## src/rtl/pc_gen_pkg.sv

```systemverilog
// -----------------------------------------------------------------------------
// pc_gen_pkg
// Shared types and defaults for the fetch program-counter generator.
//   state_t        : front-end run state (IDLE / RUN / HALT)
//   redir_class_t  : kind of redirect held or requested (NONE/JMP/BR/EXC/ERET)
//   cls_rank()     : priority class of a redirect kind; EXC and ERET share the
//                    top class, so a pending one of either is never displaced
//                    by the other.
// -----------------------------------------------------------------------------
package pc_gen_pkg;

    localparam int          DEF_XLEN      = 32;
    localparam logic [31:0] DEF_RESET_VEC = 32'h0040_0000;
    localparam logic [31:0] DEF_EXC_VEC   = 32'h0040_0004;
    localparam int          DEF_INC       = 4;

    typedef enum logic [1:0] {
        IDLE,
        RUN,
        HALT
    } state_t;

    typedef enum logic [2:0] {
        NONE,
        JMP,
        BR,
        EXC,
        ERET
    } redir_class_t;

    function automatic logic [1:0] cls_rank(input redir_class_t cls);
        case (cls)
            NONE:    cls_rank = 2'd0;
            JMP:     cls_rank = 2'd1;
            BR:      cls_rank = 2'd2;
            default: cls_rank = 2'd3;
        endcase
    endfunction

endpackage

```

## src/rtl/pc_gen_if.sv

```systemverilog
// -----------------------------------------------------------------------------
// pc_gen_if
// Control/redirect bus between the pipeline and the fetch PC generator.
//   master : pipeline side -- drives ena/stall and the redirect requests,
//            observes the PC outputs.
//   slave  : pc_gen side.
// Signals:
//   ena, stall                       run enable / hazard hold
//   jmp_req/jmp_target               ID-stage jump
//   br_req/br_target                 EX-stage taken branch
//   exc_req/exc_epc, eret_req        exception entry / return
//   pc_out, pc_valid, pc_plus_inc    fetch address, liveness, address + INC
//   epc_out, redir_pending           saved exception PC, latched redirect flag
// -----------------------------------------------------------------------------
interface pc_gen_if
    import pc_gen_pkg::*;
#(
    parameter int XLEN = DEF_XLEN
);
    logic            ena;
    logic            stall;
    logic            jmp_req;
    logic [XLEN-1:0] jmp_target;
    logic            br_req;
    logic [XLEN-1:0] br_target;
    logic            exc_req;
    logic [XLEN-1:0] exc_epc;
    logic            eret_req;
    logic [XLEN-1:0] pc_out;
    logic            pc_valid;
    logic [XLEN-1:0] pc_plus_inc;
    logic [XLEN-1:0] epc_out;
    logic            redir_pending;

    modport master (
        output ena, stall, jmp_req, jmp_target, br_req, br_target,
               exc_req, exc_epc, eret_req,
        input  pc_out, pc_valid, pc_plus_inc, epc_out, redir_pending
    );

    modport slave (
        input  ena, stall, jmp_req, jmp_target, br_req, br_target,
               exc_req, exc_epc, eret_req,
        output pc_out, pc_valid, pc_plus_inc, epc_out, redir_pending
    );
endinterface

```

## src/rtl/pc_gen_redir_arb.sv

```systemverilog
// -----------------------------------------------------------------------------
// pc_gen_redir_arb
// Combinational redirect picker. First selects the strongest new request
// (exc > eret > br > jmp), then compares it against the pending redirect:
// the new one wins only with a strictly higher class. The same result serves
// both as the PC target on an apply edge and as the next pending value on a
// capture edge, since "older wins ties" is the rule in both cases.
// All candidate targets are word-aligned (bits [1:0] cleared).
// Ports:
//   pend_cls/pend_tgt         currently latched redirect
//   *_req/*_tgt               new requests this cycle
//   win_cls/win_tgt           chosen redirect (NONE if nothing)
//   win_new                   chosen redirect came from a new request
// -----------------------------------------------------------------------------
module pc_gen_redir_arb
    import pc_gen_pkg::*;
#(
    parameter int XLEN = DEF_XLEN
) (
    input  redir_class_t    pend_cls,
    input  logic [XLEN-1:0] pend_tgt,
    input  logic            exc_req,
    input  logic [XLEN-1:0] exc_tgt,
    input  logic            eret_req,
    input  logic [XLEN-1:0] eret_tgt,
    input  logic            br_req,
    input  logic [XLEN-1:0] br_tgt,
    input  logic            jmp_req,
    input  logic [XLEN-1:0] jmp_tgt,
    output redir_class_t    win_cls,
    output logic [XLEN-1:0] win_tgt,
    output logic            win_new
);
    localparam int NCAND = 4;

    // Index 0 is the highest priority candidate.
    logic [NCAND-1:0] req;
    logic [NCAND-1:0] hit;
    logic [XLEN-1:0]  raw_tgt [NCAND];
    logic [XLEN-1:0]  al_tgt  [NCAND];
    redir_class_t     cand_cls [NCAND];
    redir_class_t     new_cls;
    logic [XLEN-1:0]  new_tgt;

    assign req         = {jmp_req, br_req, eret_req, exc_req};
    assign raw_tgt[0]  = exc_tgt;
    assign raw_tgt[1]  = eret_tgt;
    assign raw_tgt[2]  = br_tgt;
    assign raw_tgt[3]  = jmp_tgt;
    assign cand_cls[0] = EXC;
    assign cand_cls[1] = ERET;
    assign cand_cls[2] = BR;
    assign cand_cls[3] = JMP;

    generate
        for (genvar gi = 0; gi < NCAND; gi++) begin : g_cand
            assign al_tgt[gi] = {raw_tgt[gi][XLEN-1:2], 2'b00};
            if (gi == 0) begin : g_top
                assign hit[gi] = req[gi];
            end else begin : g_rest
                assign hit[gi] = req[gi] & ~(|req[gi-1:0]);
            end
        end
    endgenerate

    always_comb begin
        new_cls = NONE;
        new_tgt = '0;
        for (int i = 0; i < NCAND; i++) begin
            if (hit[i]) begin
                new_cls = cand_cls[i];
                new_tgt = al_tgt[i];
            end
        end
    end

    always_comb begin
        win_cls = pend_cls;
        win_tgt = pend_tgt;
        win_new = 1'b0;
        if (cls_rank(new_cls) > cls_rank(pend_cls)) begin
            win_cls = new_cls;
            win_tgt = new_tgt;
            win_new = 1'b1;
        end
    end
endmodule

```

## src/rtl/pc_gen.sv

```systemverilog
// -----------------------------------------------------------------------------
// pc_gen
// Fetch program-counter generator. Holds the fetch PC, advances it by INC
// each running cycle, and applies jump/branch/exception redirects. Any
// redirect that cannot be applied on its edge (stall, halted, idle) is
// latched and applied on the first running, unstalled edge.
// Ports:
//   clk  rising-edge clock
//   rst  asynchronous active-high reset
//   bus  pc_gen_if.slave (requests in, pc_out/pc_valid/pc_plus_inc/
//        epc_out/redir_pending out)
// Build option:
//   PC_GEN_EPC_EN  when defined, exc_req jumps to EXC_VEC and saves exc_epc,
//                  eret_req returns to the saved EPC. When undefined these
//                  inputs are ignored and epc_out reads 0.
// -----------------------------------------------------------------------------
module pc_gen
    import pc_gen_pkg::*;
#(
    parameter int              XLEN      = DEF_XLEN,
    parameter logic [XLEN-1:0] RESET_VEC = XLEN'(DEF_RESET_VEC),
    parameter logic [XLEN-1:0] EXC_VEC   = XLEN'(DEF_EXC_VEC),
    parameter int              INC       = DEF_INC
) (
    input  logic    clk,
    input  logic    rst,
    pc_gen_if.slave bus
);
    state_t          state_reg, state_next;
    logic [XLEN-1:0] pc_reg, pc_next;
    redir_class_t    pend_cls_reg, pend_cls_next;
    logic [XLEN-1:0] pend_tgt_reg, pend_tgt_next;
    logic [XLEN-1:0] pc_plus;
    redir_class_t    win_cls;
    logic [XLEN-1:0] win_tgt;
    logic            win_new;
    logic            exc_in;
    logic            eret_in;
    logic [XLEN-1:0] eret_tgt;
    logic            apply;

`ifdef PC_GEN_EPC_EN
    logic [XLEN-1:0] epc_reg, epc_next;

    assign exc_in   = bus.exc_req;
    assign eret_in  = bus.eret_req;
    assign eret_tgt = epc_reg;

    // EPC is saved whenever a new exception becomes the chosen redirect,
    // whether it is applied now or latched as pending.
    always_comb begin
        epc_next = epc_reg;
        if (win_new && (win_cls == EXC)) begin
            epc_next = bus.exc_epc;
        end
    end

    always_ff @(posedge clk or posedge rst) begin
        if (rst) begin
            epc_reg <= '0;
        end else begin
            epc_reg <= epc_next;
        end
    end

    assign bus.epc_out = epc_reg;
`else
    logic unused_epc_ports;

    assign exc_in           = 1'b0;
    assign eret_in          = 1'b0;
    assign eret_tgt         = '0;
    assign unused_epc_ports = ^{bus.exc_req, bus.exc_epc, bus.eret_req, win_new};
    assign bus.epc_out      = '0;
`endif

    assign pc_plus = pc_reg + XLEN'(INC);

    pc_gen_redir_arb #(.XLEN(XLEN)) u_arb (
        .pend_cls (pend_cls_reg),
        .pend_tgt (pend_tgt_reg),
        .exc_req  (exc_in),
        .exc_tgt  (EXC_VEC),
        .eret_req (eret_in),
        .eret_tgt (eret_tgt),
        .br_req   (bus.br_req),
        .br_tgt   (bus.br_target),
        .jmp_req  (bus.jmp_req),
        .jmp_tgt  (bus.jmp_target),
        .win_cls  (win_cls),
        .win_tgt  (win_tgt),
        .win_new  (win_new)
    );

    always_ff @(posedge clk or posedge rst) begin
        if (rst) begin
            state_reg    <= IDLE;
            pc_reg       <= RESET_VEC;
            pend_cls_reg <= NONE;
            pend_tgt_reg <= '0;
        end else begin
            state_reg    <= state_next;
            pc_reg       <= pc_next;
            pend_cls_reg <= pend_cls_next;
            pend_tgt_reg <= pend_tgt_next;
        end
    end

    // The PC only moves on an edge that starts in RUN with ena=1 and
    // stall=0; entering RUN (from IDLE or HALT) never advances it.
    always_comb begin
        state_next    = state_reg;
        pc_next       = pc_reg;
        pend_cls_next = pend_cls_reg;
        pend_tgt_next = pend_tgt_reg;
        apply         = 1'b0;

        case (state_reg)
            IDLE:    if (bus.ena) state_next = RUN;
            RUN: begin
                if (!bus.ena) begin
                    state_next = HALT;
                end else if (!bus.stall) begin
                    apply = 1'b1;
                end
            end
            HALT:    if (bus.ena) state_next = RUN;
            default: state_next = IDLE;
        endcase

        if (apply) begin
            pend_cls_next = NONE;
            pend_tgt_next = '0;
            pc_next       = (win_cls != NONE) ? win_tgt : pc_plus;
        end else begin
            pend_cls_next = win_cls;
            pend_tgt_next = win_tgt;
        end
    end

    assign bus.pc_out        = pc_reg;
    assign bus.pc_valid      = (state_reg == RUN);
    assign bus.pc_plus_inc   = pc_plus;
    assign bus.redir_pending = (pend_cls_reg != NONE);
endmodule

```

## src/flat_wrapper.sv

```systemverilog
// flat-port wrapper written by rule: the top's interface ports become plain ports
module pc_gen_flat import pc_gen_pkg::*;
#(
    parameter int              XLEN      = DEF_XLEN,
    parameter logic [XLEN-1:0] RESET_VEC = XLEN'(DEF_RESET_VEC),
    parameter logic [XLEN-1:0] EXC_VEC   = XLEN'(DEF_EXC_VEC),
    parameter int              INC       = DEF_INC
)
  (clk, rst, bus_ena, bus_stall, bus_jmp_req, bus_jmp_target, bus_br_req, bus_br_target, bus_exc_req, bus_exc_epc, bus_eret_req, bus_pc_out, bus_pc_valid, bus_pc_plus_inc, bus_epc_out, bus_redir_pending);
  pc_gen_if #(.XLEN(XLEN)) bus_i ();
  input  logic clk;
  input  logic rst;
  input wire logic [$bits(bus_i.ena)-1:0] bus_ena;
  input wire logic [$bits(bus_i.stall)-1:0] bus_stall;
  input wire logic [$bits(bus_i.jmp_req)-1:0] bus_jmp_req;
  input wire logic [$bits(bus_i.jmp_target)-1:0] bus_jmp_target;
  input wire logic [$bits(bus_i.br_req)-1:0] bus_br_req;
  input wire logic [$bits(bus_i.br_target)-1:0] bus_br_target;
  input wire logic [$bits(bus_i.exc_req)-1:0] bus_exc_req;
  input wire logic [$bits(bus_i.exc_epc)-1:0] bus_exc_epc;
  input wire logic [$bits(bus_i.eret_req)-1:0] bus_eret_req;
  output wire logic [$bits(bus_i.pc_out)-1:0] bus_pc_out;
  output wire logic [$bits(bus_i.pc_valid)-1:0] bus_pc_valid;
  output wire logic [$bits(bus_i.pc_plus_inc)-1:0] bus_pc_plus_inc;
  output wire logic [$bits(bus_i.epc_out)-1:0] bus_epc_out;
  output wire logic [$bits(bus_i.redir_pending)-1:0] bus_redir_pending;
  assign bus_i.ena = bus_ena;
  assign bus_i.stall = bus_stall;
  assign bus_i.jmp_req = bus_jmp_req;
  assign bus_i.jmp_target = bus_jmp_target;
  assign bus_i.br_req = bus_br_req;
  assign bus_i.br_target = bus_br_target;
  assign bus_i.exc_req = bus_exc_req;
  assign bus_i.exc_epc = bus_exc_epc;
  assign bus_i.eret_req = bus_eret_req;
  assign bus_pc_out = bus_i.pc_out;
  assign bus_pc_valid = bus_i.pc_valid;
  assign bus_pc_plus_inc = bus_i.pc_plus_inc;
  assign bus_epc_out = bus_i.epc_out;
  assign bus_redir_pending = bus_i.redir_pending;
  pc_gen #(.XLEN(XLEN), .RESET_VEC(RESET_VEC), .EXC_VEC(EXC_VEC), .INC(INC)) u_core (.clk(clk), .rst(rst), .bus(bus_i));
endmodule
```

## config.mk

```make
export PLATFORM = sky130hd
export DESIGN_NAME = pc_gen_flat
export DESIGN_NICKNAME = d
export VERILOG_FILES = /design/src/rtl/pc_gen_pkg.sv /design/src/rtl/pc_gen_if.sv /design/src/rtl/pc_gen_redir_arb.sv /design/src/rtl/pc_gen.sv /design/src/flat_wrapper.sv
export SDC_FILE = /design/constraint.sdc
export NUM_CORES = 1
export LEC_CHECK = 0
export CAP_MARGIN = 20
export CORE_ASPECT_RATIO = 1.75
export CORE_MARGIN = 1.5
export CORE_UTILIZATION = 43
export DETAILED_ROUTE_END_ITERATION = 8
export GPL_TIMING_DRIVEN = 0
export PLACE_DENSITY_LB_ADDON = 0.15
export SYNTH_ARGS = -nofsm -noshare
export SYNTH_HDL_FRONTEND = slang
export SYNTH_SLANG_ARGS = --single-unit
```

## constraint.sdc

```tcl
create_clock -name clk -period 3.4 [get_ports clk]
set_input_delay 0.68 -clock clk [delete_from_list [all_inputs] [get_ports clk]]
set_output_delay 0.68 -clock clk [all_outputs]
set_load 0.02 [all_outputs]
```

**Word-level counts from Yosys, hierarchy flattened**

Index checks and enable logic that the tools add are counted.
W data, S select, Z words.

- Register bits after elaboration: 69
- Bits in latches: 0
- Bits in writable memories: 0
- ROM bits: 0
- Input bits: 104
- Output and inout port bits: 98
- Word-level logic and storage cells: 40
- Memories kept: 0

- $add $sub $neg: 1
- Multiply operators: 0
- Divide/modulo/power cells: 0
- Order comparisons: 1
- Equal/unequal tests: 8
- Shift-type cells: 0
- Muxes and demuxes: 17
- Bitwise gates (word level): 2
- Reduce and logical (&&, ||, !) cells: 7

Operators with widths:

| kind | count |
|---|---|
| $mux W32 | 5 |
| $add A32 B3 Y32 const B | 1 |
| $pmux W2 S3 | 2 |
| $mux W3 | 3 |
| $eq A3 B1 Y1 const B | 2 |
| $eq A3 B2 Y1 const B | 2 |
| $logic_not A3 Y1 | 2 |
| $mux W2 | 3 |
| $reduce_bool A3 Y1 | 2 |
| $pmux W2 S2 | 1 |
| $mux W1 | 3 |
| $eq A2 B1 Y1 const B | 1 |
| $eq A2 B2 Y1 const B | 1 |
| $gt A2 B2 Y1 | 1 |
| $logic_not A2 Y1 | 1 |
| $ne A2 B1 Y1 const B | 1 |
| $ne A2 B2 Y1 const B | 1 |
| $reduce_and A2 Y1 | 1 |
| $reduce_or A2 Y1 | 1 |
| $and A1 B1 Y1 | 1 |
| $not A1 Y1 | 1 |

**Longest topological paths before layout**

Gate-level depths: netlist of run 1.

- Depth in word-level cells: 9
- Gate-level depth with buffers: 14
- Gate-level depth less buffers: 8

**Hierarchy**

From an unflattened synthesis of run 1, not the netlist that was laid out.

- Cells, all modules: 605
- Area, all modules: 5,576.6 sq um

By module, submodules not included:

| module | instances | cells an instance | area an instance (sq um) | seq. area each (sq um) |
|---|---|---|---|---|
| pc_gen | 1 | 369 | 3,667.3 | 1,727.9 |
| pc_gen_redir_arb | 1 | 236 | 1,909.3 | 0.0 |

**Worst setup path before layout of run 1**

OpenSTA, ideal clock, no wires.

- Kind: in2reg
- Start: in bus_br_req
- End: reg u_core.pc_reg[27], in the netlist u_core.bus.pc_out[27]
- Library setup time: 126 ps
- Arrival time: 3,128 ps
- Required time: 3,274 ps
- Path slack: 146 ps
- Stages: 13
- Path buffers: 5
- Cells stage by stage: clkbuf_1 > nor2b_1 > clkbuf_1 > clkbuf_1 > inv_1 > ha_1 > nand2_1 > o21a_1 > buf_2 > mux2i_1 > clkbuf_1 > o21ai_0 > a221o_1

- Longest elaborated chain between the ends: 9
- Elaborated cells on any way between the ends: 15
- Classes of those cells: order compare (1); eq/ne (2); mux (8); bitwise (2); reduce/logical (2)

RTL lines:

| item | RTL line | RTL |
|---|---|---|
| from (decl) | flat_wrapper.sv:17 | `input wire logic [$bits(bus_i.br_req)-1:0] bus_br_req;` |
| $not A1 Y1 | pc_gen_redir_arb.sv:61 | `assign hit[gi] = req[gi] & ~(\|req[gi-1:0]);` |
| $and A1 B1 Y1 | pc_gen_redir_arb.sv:61 |  |
| $mux W3 | pc_gen_redir_arb.sv:70 | `if (hit[i]) begin` |
| $eq A3 B2 Y1, or another cell as far along | pc_gen_pkg.sv:32 | `case (cls)` |
| $pmux W2 S3 | pc_gen_pkg.sv:32 |  |
| $gt A2 B2 Y1 | pc_gen_redir_arb.sv:81 | `if (cls_rank(new_cls) > cls_rank(pend_cls)) begin` |
| $mux W3 | pc_gen_redir_arb.sv:81 |  |
| $reduce_bool A3 Y1 | pc_gen.sv:134 | `pc_next = (win_cls != NONE) ? win_tgt : pc_plus;` |
| $mux W32 (*) | pc_gen.sv:134 |  |
| to (signal assigned) | pc_gen.sv:103 | `pc_reg <= pc_next;` |
| to (decl) | pc_gen.sv:30 | `logic [XLEN-1:0] pc_reg, pc_next;` |

Every way passes the cells marked *; elsewhere a longest branch is shown, timed or not.
A chain may end at the register's enable or synchronous reset.

**Worst setup path after layout of run 1**

- Start: reg u_core.pc_reg[2], in the netlist u_core.bus.pc_out[2]
- End: out bus_pc_plus_inc[28]

- Longest elaborated chain between the ends: 1

RTL lines:

| item | RTL line | RTL |
|---|---|---|
| $add A32 B3 Y32 | pc_gen.sv:77 | `assign pc_plus = pc_reg + XLEN'(INC);` |
| to (decl) | flat_wrapper.sv:24 | `output wire logic [$bits(bus_i.pc_plus_inc)-1:0] bus_pc_plus_inc;` |

No other way between the ends.

==> flow_summary_export.csv, run 1 <==
group,metric,value,unit
clocking,clock_latency,340,ps
placement,place_hpwl,11.3,mm
power,combPwrFrac,58.3,%
power,p_sw_share,43.9,%
synthesis,yosys.area.top_type_share,37.5,%
timing,finalHoldWorstSlack,507,ps
timing,setup_violations,0,
global_routing,grt_pass1_wl,23.3,mm
timing,fin_skew,8.75,ps
floorplanning,die_w,80.7,um
clocking,cts_made_buffers,9,
synthesis,async_flop_share,100,%
critical_path,crit_type,"register to output pin",
floorplanning,core,10300,um^2
synthesis,yosys-top-cells-area,"dfrtp_1 37%, mux2i_1 7.7%, buf_4 5.6%, a22o_1 5.2%, xnor2_1 4.4%",
route,drtAntennaViolNets,0,
floorplanning,rows,49,
cells_and_area,area_growth_syn_to_layout,47.7,%
power,leakagePower,2.98,nW
synthesis,syn_area_per_cell,9.07,um^2
synthesis,synth-warning-count,0,
route,vias_per_cell,5.52,
critical_path,worst_setup_path_start_kind,"register",
power,cell_internal_pwr,3.30,mW
critical_path,cp_max_fo,6,
floorplanning,die_y,139,um
synthesis,yosysUniqueCellTypes,54,
clocking,clockRootBuffer,"clkbuf_16",
global_routing,antenna_found_initial,0,
floorplanning,die_area,11200,um^2
critical_path,crit_slowest_cell,"or4_4",
worst_hold_path,min_delay_path_depth,1,
synthesis,synthTopCellsByCount,"68 x dfrtp_1, 43 x nor2_1, 35 x mux2i_1, 35 x nand2_1, 34 x buf_4",
synthesis,synth-edff-count,0,
placement,gp_congestion,0.891,
timing,worst_slew_pin_slew,869,ps
synthesis,yosys_register_bits,69,
critical_path,path_cells,"ha_4 -> nand4_1 -> or4_4 -> or4_4 -> xnor2_1 -> buf_4",
timing,drv_slew,0,
critical_path,critPathArrivalTime,2640,ps
timing,finalHoldViolations,0,
timing,slew_headroom,42.0,%
critical_path,r2r_slack,800,ps
power,p_sw,2.58,mW
critical_path,required,2720,ps
route,num_vias,4518,
synthesis,synth.most_common_cell,"dfrtp_1",
cells_and_area,multi_input_area,2610,um^2
route,drc_errors,0,
placement,dp_cells,789,
power,vdd.ir_drop.worst,0.580,mV
timing,clock.fmax,0.301,GHz
clocking,clk_pin_slew,60,ps
power,pwr-share-seq,25.4,%
run,maxCapViolCount,0,
critical_path,critPathCaptureType,"output pin",
clocking,clock-sinks,69,
critical_path,reg2reg_depth,9,
cells_and_area,area.sequential,1730,um^2
global_routing,grt_usage,27.7,%
timing,rsz0062_at_grt,"yes",
worst_hold_path,hold_class,"register to register",
floorplanning,top_level_ports,202,
route,dr.pass1.iters,5,
power,p_clk_share,16.3,%
synthesis,ys.flop_type,"dfrtp_1",
cells_and_area,instances_no_fill,818,
route,drt_iter0_drc,247,
critical_path,cpPeakStageDelay,580,ps
clocking,cts_buffer_depth,2,
placement,portBuffers,130,
placement,placed_area,6120,um^2
global_routing,first_global_vias,4352,
cells_and_area,fin_nets,793,
cells_and_area,drive_gt1_share,17.4,%
clocking,cts_tree,"done",
route,postRouteWirelength,15.3,mm
synthesis,synth_area,4540,um^2
synthesis,post_synth_inst_count,501,
floorplanning,start_util,44.1,%
synthesis,synth_top_area_cell,"dfrtp_1",
route,routedWlPerCell,18.8,um
status,outcome,"complete, no violations",
global_routing,grt_max_degree,70,
critical_path,cp_common_cell,"or4_4",
timing,period_share,97.7,%
timing,min_period,3320,ps
power,power.density,877,nW/um^2
synthesis,ys_seq_area_share,38.0,%
global_routing,grt.overflow.total,0,
cells_and_area,antenna_cells,0,
timing,finalSetupTns,0,ps
clocking,h-tree-depth,3,
cells_and_area,fillerInstances,922,
cells_and_area,design_area,6710,um^2
-- power groups by stage --
| stage | clock, mW | combinational (mW) | sequential, mW |
|---|---|---|---|
| final | 0.958 | 3.43 | 1.50 |
| after detailed placement | 0 | 3.22 | 1.49 |
| after global routing | 1.00 | 3.63 | 1.54 |
| after CTS | 0.962 | 3.34 | 1.48 |
| after floorplan | 0 | 1.76 | 1.61 |
| after global placement | 0 | 3.18 | 1.47 |
-- logic make-up after synthesis --
| family | after synthesis | share of synthesized area (%) |
|---|---|---|
| DFF | 69 | 38.0 |
| AOI/OAI and AO/OA | 102 | 16.4 |
| and+or+nand+nor | 171 | 19.6 |
| muxes | 42 | 9.45 |
| other | 1 | 0.0825 |
| xor gates and xnor gates | 27 | 5.21 |
| buffers and inverters | 86 | 10.4 |
| adders and majority gates | 3 | 0.826 |
-- cell usage in the layout (no fill, tap or decap), types with 22 or more instances in the layout --
master           count
a22o_1              27
buf_4               51
clkbuf_1            22
clkdlybuf4s50_1    120
conb_1              32
dfrtp_1             65
mux2i_1             31
nand2_1             35
nor2_1              43
xnor2_1             23
-- worst max-delay path: cells and delay by family (launching register included) --
family,cells,cell delay (ps)
buffers and inverters,1,160
AND/OR/NAND/NOR,3,1330
flip-flops,1,450
XOR/XNOR,1,150
adder cells (fa/ha/maj),1,210
-- area by class of cell --
type	instances	share of cell area, %
multi-input combinational	377	38.9
sequential	69	25.8
timing repair buffer	143	20.8
buffer	76	7.03
clock buffer	11	3.62
tap	127	2.37
clock inverter	5	0.895
inverter	10	0.597
-- timing repair --
item,in CTS,in global routing
setup buffers,8,5
hold buffers,0,0
pin swaps,3,2
resized for setup,40,28
endpoints found under the setup margin,67,42
cloned,0,0
-- layer usage --
metal | up-vias | GRT usage, % | wire (um)
met2 | 190 | 49.5 | 8140
met3 | 39 | 3.95 | 839
met4 | 0 | 13.5 | 739
met5 | - | 0 | 0
met1 | 2178 | 31.0 | 5630
li1 | 2111 | - | -
-- per-stage QoR --
stage,utilization (%),worst slack [ps],power [mW]
detailed placement,59.4,-1360,4.70
floorplan,-,146,3.37
global route,65.1,-16.9,6.18
finish,65.1,78.5,5.89
CTS,64.2,-5.80,5.79
global placement,59.4,-1310,4.65
-- path summary, 6_finish.rpt --
path / start / endpoint
worst max-delay path: u_core.bus.pc_out[2] / bus_pc_plus_inc[28]
min in group asynchronous: rst / u_core.bus.pc_out[0]
worst min register to register: u_core.state_reg[0] / u_core.state_reg[0]
max in group asynchronous: rst / u_core.bus.pc_out[3]
worst min-delay path: u_core.state_reg[0] / u_core.state_reg[0]
worst max register to register: u_core.pend_cls_reg[2] / u_core.bus.pc_out[24]
(Power assumes the default switching activity.)
==> run 2, diff against run 1 <==
--- a/config.mk
+++ b/config.mk
@@ -8,10 +8,11 @@
 export CAP_MARGIN = 20
 export CORE_ASPECT_RATIO = 1.75
 export CORE_MARGIN = 1.5
-export CORE_UTILIZATION = 43
+export CORE_UTILIZATION = 39
 export DETAILED_ROUTE_END_ITERATION = 8
 export GPL_TIMING_DRIVEN = 0
 export PLACE_DENSITY_LB_ADDON = 0.15
+export REMOVE_ABC_BUFFERS = 1
 export SYNTH_ARGS = -nofsm -noshare
 export SYNTH_HDL_FRONTEND = slang
 export SYNTH_SLANG_ARGS = --single-unit
==> constraint.sdc (replaced) <==
create_clock -name clk -period 2.8 [get_ports clk]
set_input_delay 0.56 -clock clk [delete_from_list [all_inputs] [get_ports clk]]
set_output_delay 0.56 -clock clk [all_outputs]
set_load 0.02 [all_outputs]
==> run 2 against run 1 <==
Compared with the run above:
- the run now ends with negative setup slack left
- sequential power rose by 27%
- flip-flop and latch count did not move
- combinational power rose by 24%
- die area rose by 9.9%
- hold slack improved by 2.5 ps
- critical path depth fell by 1
- global-route usage fell by 3.4 points
- final area fell by 0.30%
- largest cell class unchanged
- wire length fell by 1.5%
==> flow_summary_export.csv, run 2 (synthesis results as in run 1) <==
group,metric,value,unit
worst_hold_path,holdPathEnd,"u_core.state_reg[0]",
route,dr.pass1.iters,5,
clocking,clk_pin_slew,50,ps
timing,fin_skew,5.83,ps
timing,setup_violations,3,
power,leakagePower,2.91,nW
placement,post-place-ws,-1500,ps
status,outcome,"finished with violations",
timing,worst_slew_pin_slew,1000,ps
critical_path,worstReg2RegStart,"u_core.pend_cls_reg[2]",
route,postRouteWirelength,15.1,mm
route,num_vias,4485,
global_routing,grt.overflow.total,0,
worst_hold_path,min_delay_path_depth,1,
power,p_total,7.19,mW
timing,min_period,3030,ps
global_routing,antenna_found_initial,0,
route,drt_iter0_drc,284,
global_routing,grt_max_degree,70,
critical_path,worst_setup_path_start_kind,"register",
critical_path,cp_max_fo,7,
cells_and_area,area_growth_syn_to_layout,47.3,%
timing,slew_headroom,33.0,%
floorplanning,die_area,12300,um^2
critical_path,cpPeakStageDelay,600,ps
cells_and_area,antenna_cells,0,
floorplanning,die_y,146,um
cells_and_area,final_common_cell,"clkdlybuf4s50_1",
clocking,cts_made_buffers,9,
clocking,clock-sinks,69,
global_routing,grt_usage,24.3,%
clocking,hold_buffers,0,
clocking,clockRootBuffer,"clkbuf_16",
timing,drv_slew,0,
clocking,cts_tree,"done",
placement,portBuffers,131,
critical_path,critPathCaptureType,"output pin",
timing,period_share,108,%
power,vdd.ir_drop.worst,0.519,mV
critical_path,path_cells,"nand4_1 -> or4_4 -> or4_4 -> xnor2_2 -> buf_4",
run,maxCapViolCount,0,
cells_and_area,final_cell_mix,"107 x clkdlybuf4s50_1, 52 x dfrtp_1, 48 x buf_4",
route,vias_per_cell,5.70,
floorplanning,start_util,39.7,%
critical_path,required,2240,ps
placement,gp_congestion,0.787,
critical_path,cp_common_cell,"or4_4",
route,drc_errors,0,
critical_path,r2r_slack,270,ps
global_routing,first_global_vias,4289,
power,power.density,1080,nW/um^2
critical_path,rr_endpoint,"u_core.bus.pc_out[21]",
floorplanning,core,11500,um^2
floorplanning,top_level_ports,202,
status,violations,"negative setup slack",
critical_path,critPathArrivalTime,2470,ps
timing,finalHoldWorstSlack,510,ps
floorplanning,rows,52,
critical_path,reg2reg_depth,8,
clocking,cts_buffer_depth,2,
worst_hold_path,hold_class,"register to register",
cells_and_area,fin_nets,755,
timing,worst_slack,-232,ps
critical_path,crit_type,"register to output pin",
critical_path,crit_family,"simple AND/OR/NAND/NOR gates",
worst_hold_path,hp-start,"u_core.state_reg[0]",
critical_path,cp_num_buf_inv,1,
timing,clock.fmax,0.330,GHz
timing,finalHoldViolations,0,
clocking,h-tree-depth,3,
floorplanning,die_w,84.6,um
timing,rsz0062_at_grt,"yes",
clocking,clock_latency,340,ps
route,routedWlPerCell,19.2,um
placement,place_hpwl,9.22,mm
timing,finalSetupTns,-479,ps
route,drtAntennaViolNets,0,
critical_path,crit_slowest_cell,"or4_4",
cells_and_area,fillerInstances,1048,
global_routing,grt_pass1_wl,23.4,mm
critical_path,crit_cells,5,
cells_and_area,drive_gt1_share,21.6,%
==> run 2: worst max path at each step <==
stage	slack [ps]	start	endpoint
5_1_grt	-260	u_core.bus.pc_out[3]	bus_pc_plus_inc[28]
4_1_cts	-220	u_core.bus.pc_out[3]	bus_pc_plus_inc[28]
2_1_floorplan	-2080	bus_jmp_req	u_core.bus.pc_out[27]
3_3_place_gp	-6090	bus_br_req	u_core.bus.pc_out[27]
6_report	-230	u_core.bus.pc_out[10]	bus_pc_plus_inc[28]
3_5_place_dp	-1500	bus_jmp_req	u_core.bus.pc_out[18]
==> run 2: timing repair <==
action,4_1_cts,5_1_grt
gates cloned,4,0
pin swaps,18,10
gates resized for setup,111,29
endpoints found under the setup margin,85,17
buffers inserted,33,9
==> run 2: power by group <==
group          internal, mW  total [mW]  switching (mW)  leakage (nW)
registers              1.43        1.90           0.475         0.838
logic                  1.97        4.26            2.29          1.94
clock network         0.616        1.03           0.415         0.129
==> run 2: per-stage QoR <==
stage                     cell area [um^2]  util [%]  instances
final                                 6690      58.4        787
after global routing                  6690      58.4        787
after CTS                             6560      57.3        778
after detailed placement              5810      50.8        726
after global placement                5710      49.8        722
after floorplan                       4230         -        456
==> run 2: worst register-to-register path, cell delays in order, from the launching register on <==
cell and delay [ps]:
dfrtp_1 400, or2_2 320, ha_1 290, nand2_1 110, o21a_4 170, buf_4 170
mux2i_4 270, or4_1 550, o211a_1 140
==> run 2: final cells by class <==
| type | instances | area (um^2) | share of cell area, % |
|---|---|---|---|
| clock buffer | 13 | 250 | 3.74 |
| clock inverter | 2 | 10.0 | 0.150 |
| inverter | 10 | 40.0 | 0.598 |
| multi-input combinational | 381 | 2800 | 41.8 |
| sequential | 69 | 1750 | 26.1 |
| tap | 135 | 169 | 2.52 |
| timing repair buffer | 177 | 1680 | 25.1 |
==> run 2: per-layer routing <==
metal	track usage (%)	vias to the layer above	part of all wire, %
met5	0	-	0
met3	3.91	37	5.6
met2	44.0	196	54
met4	9.52	0	3.4
li1	-	2045	-
met1	28.0	2207	37
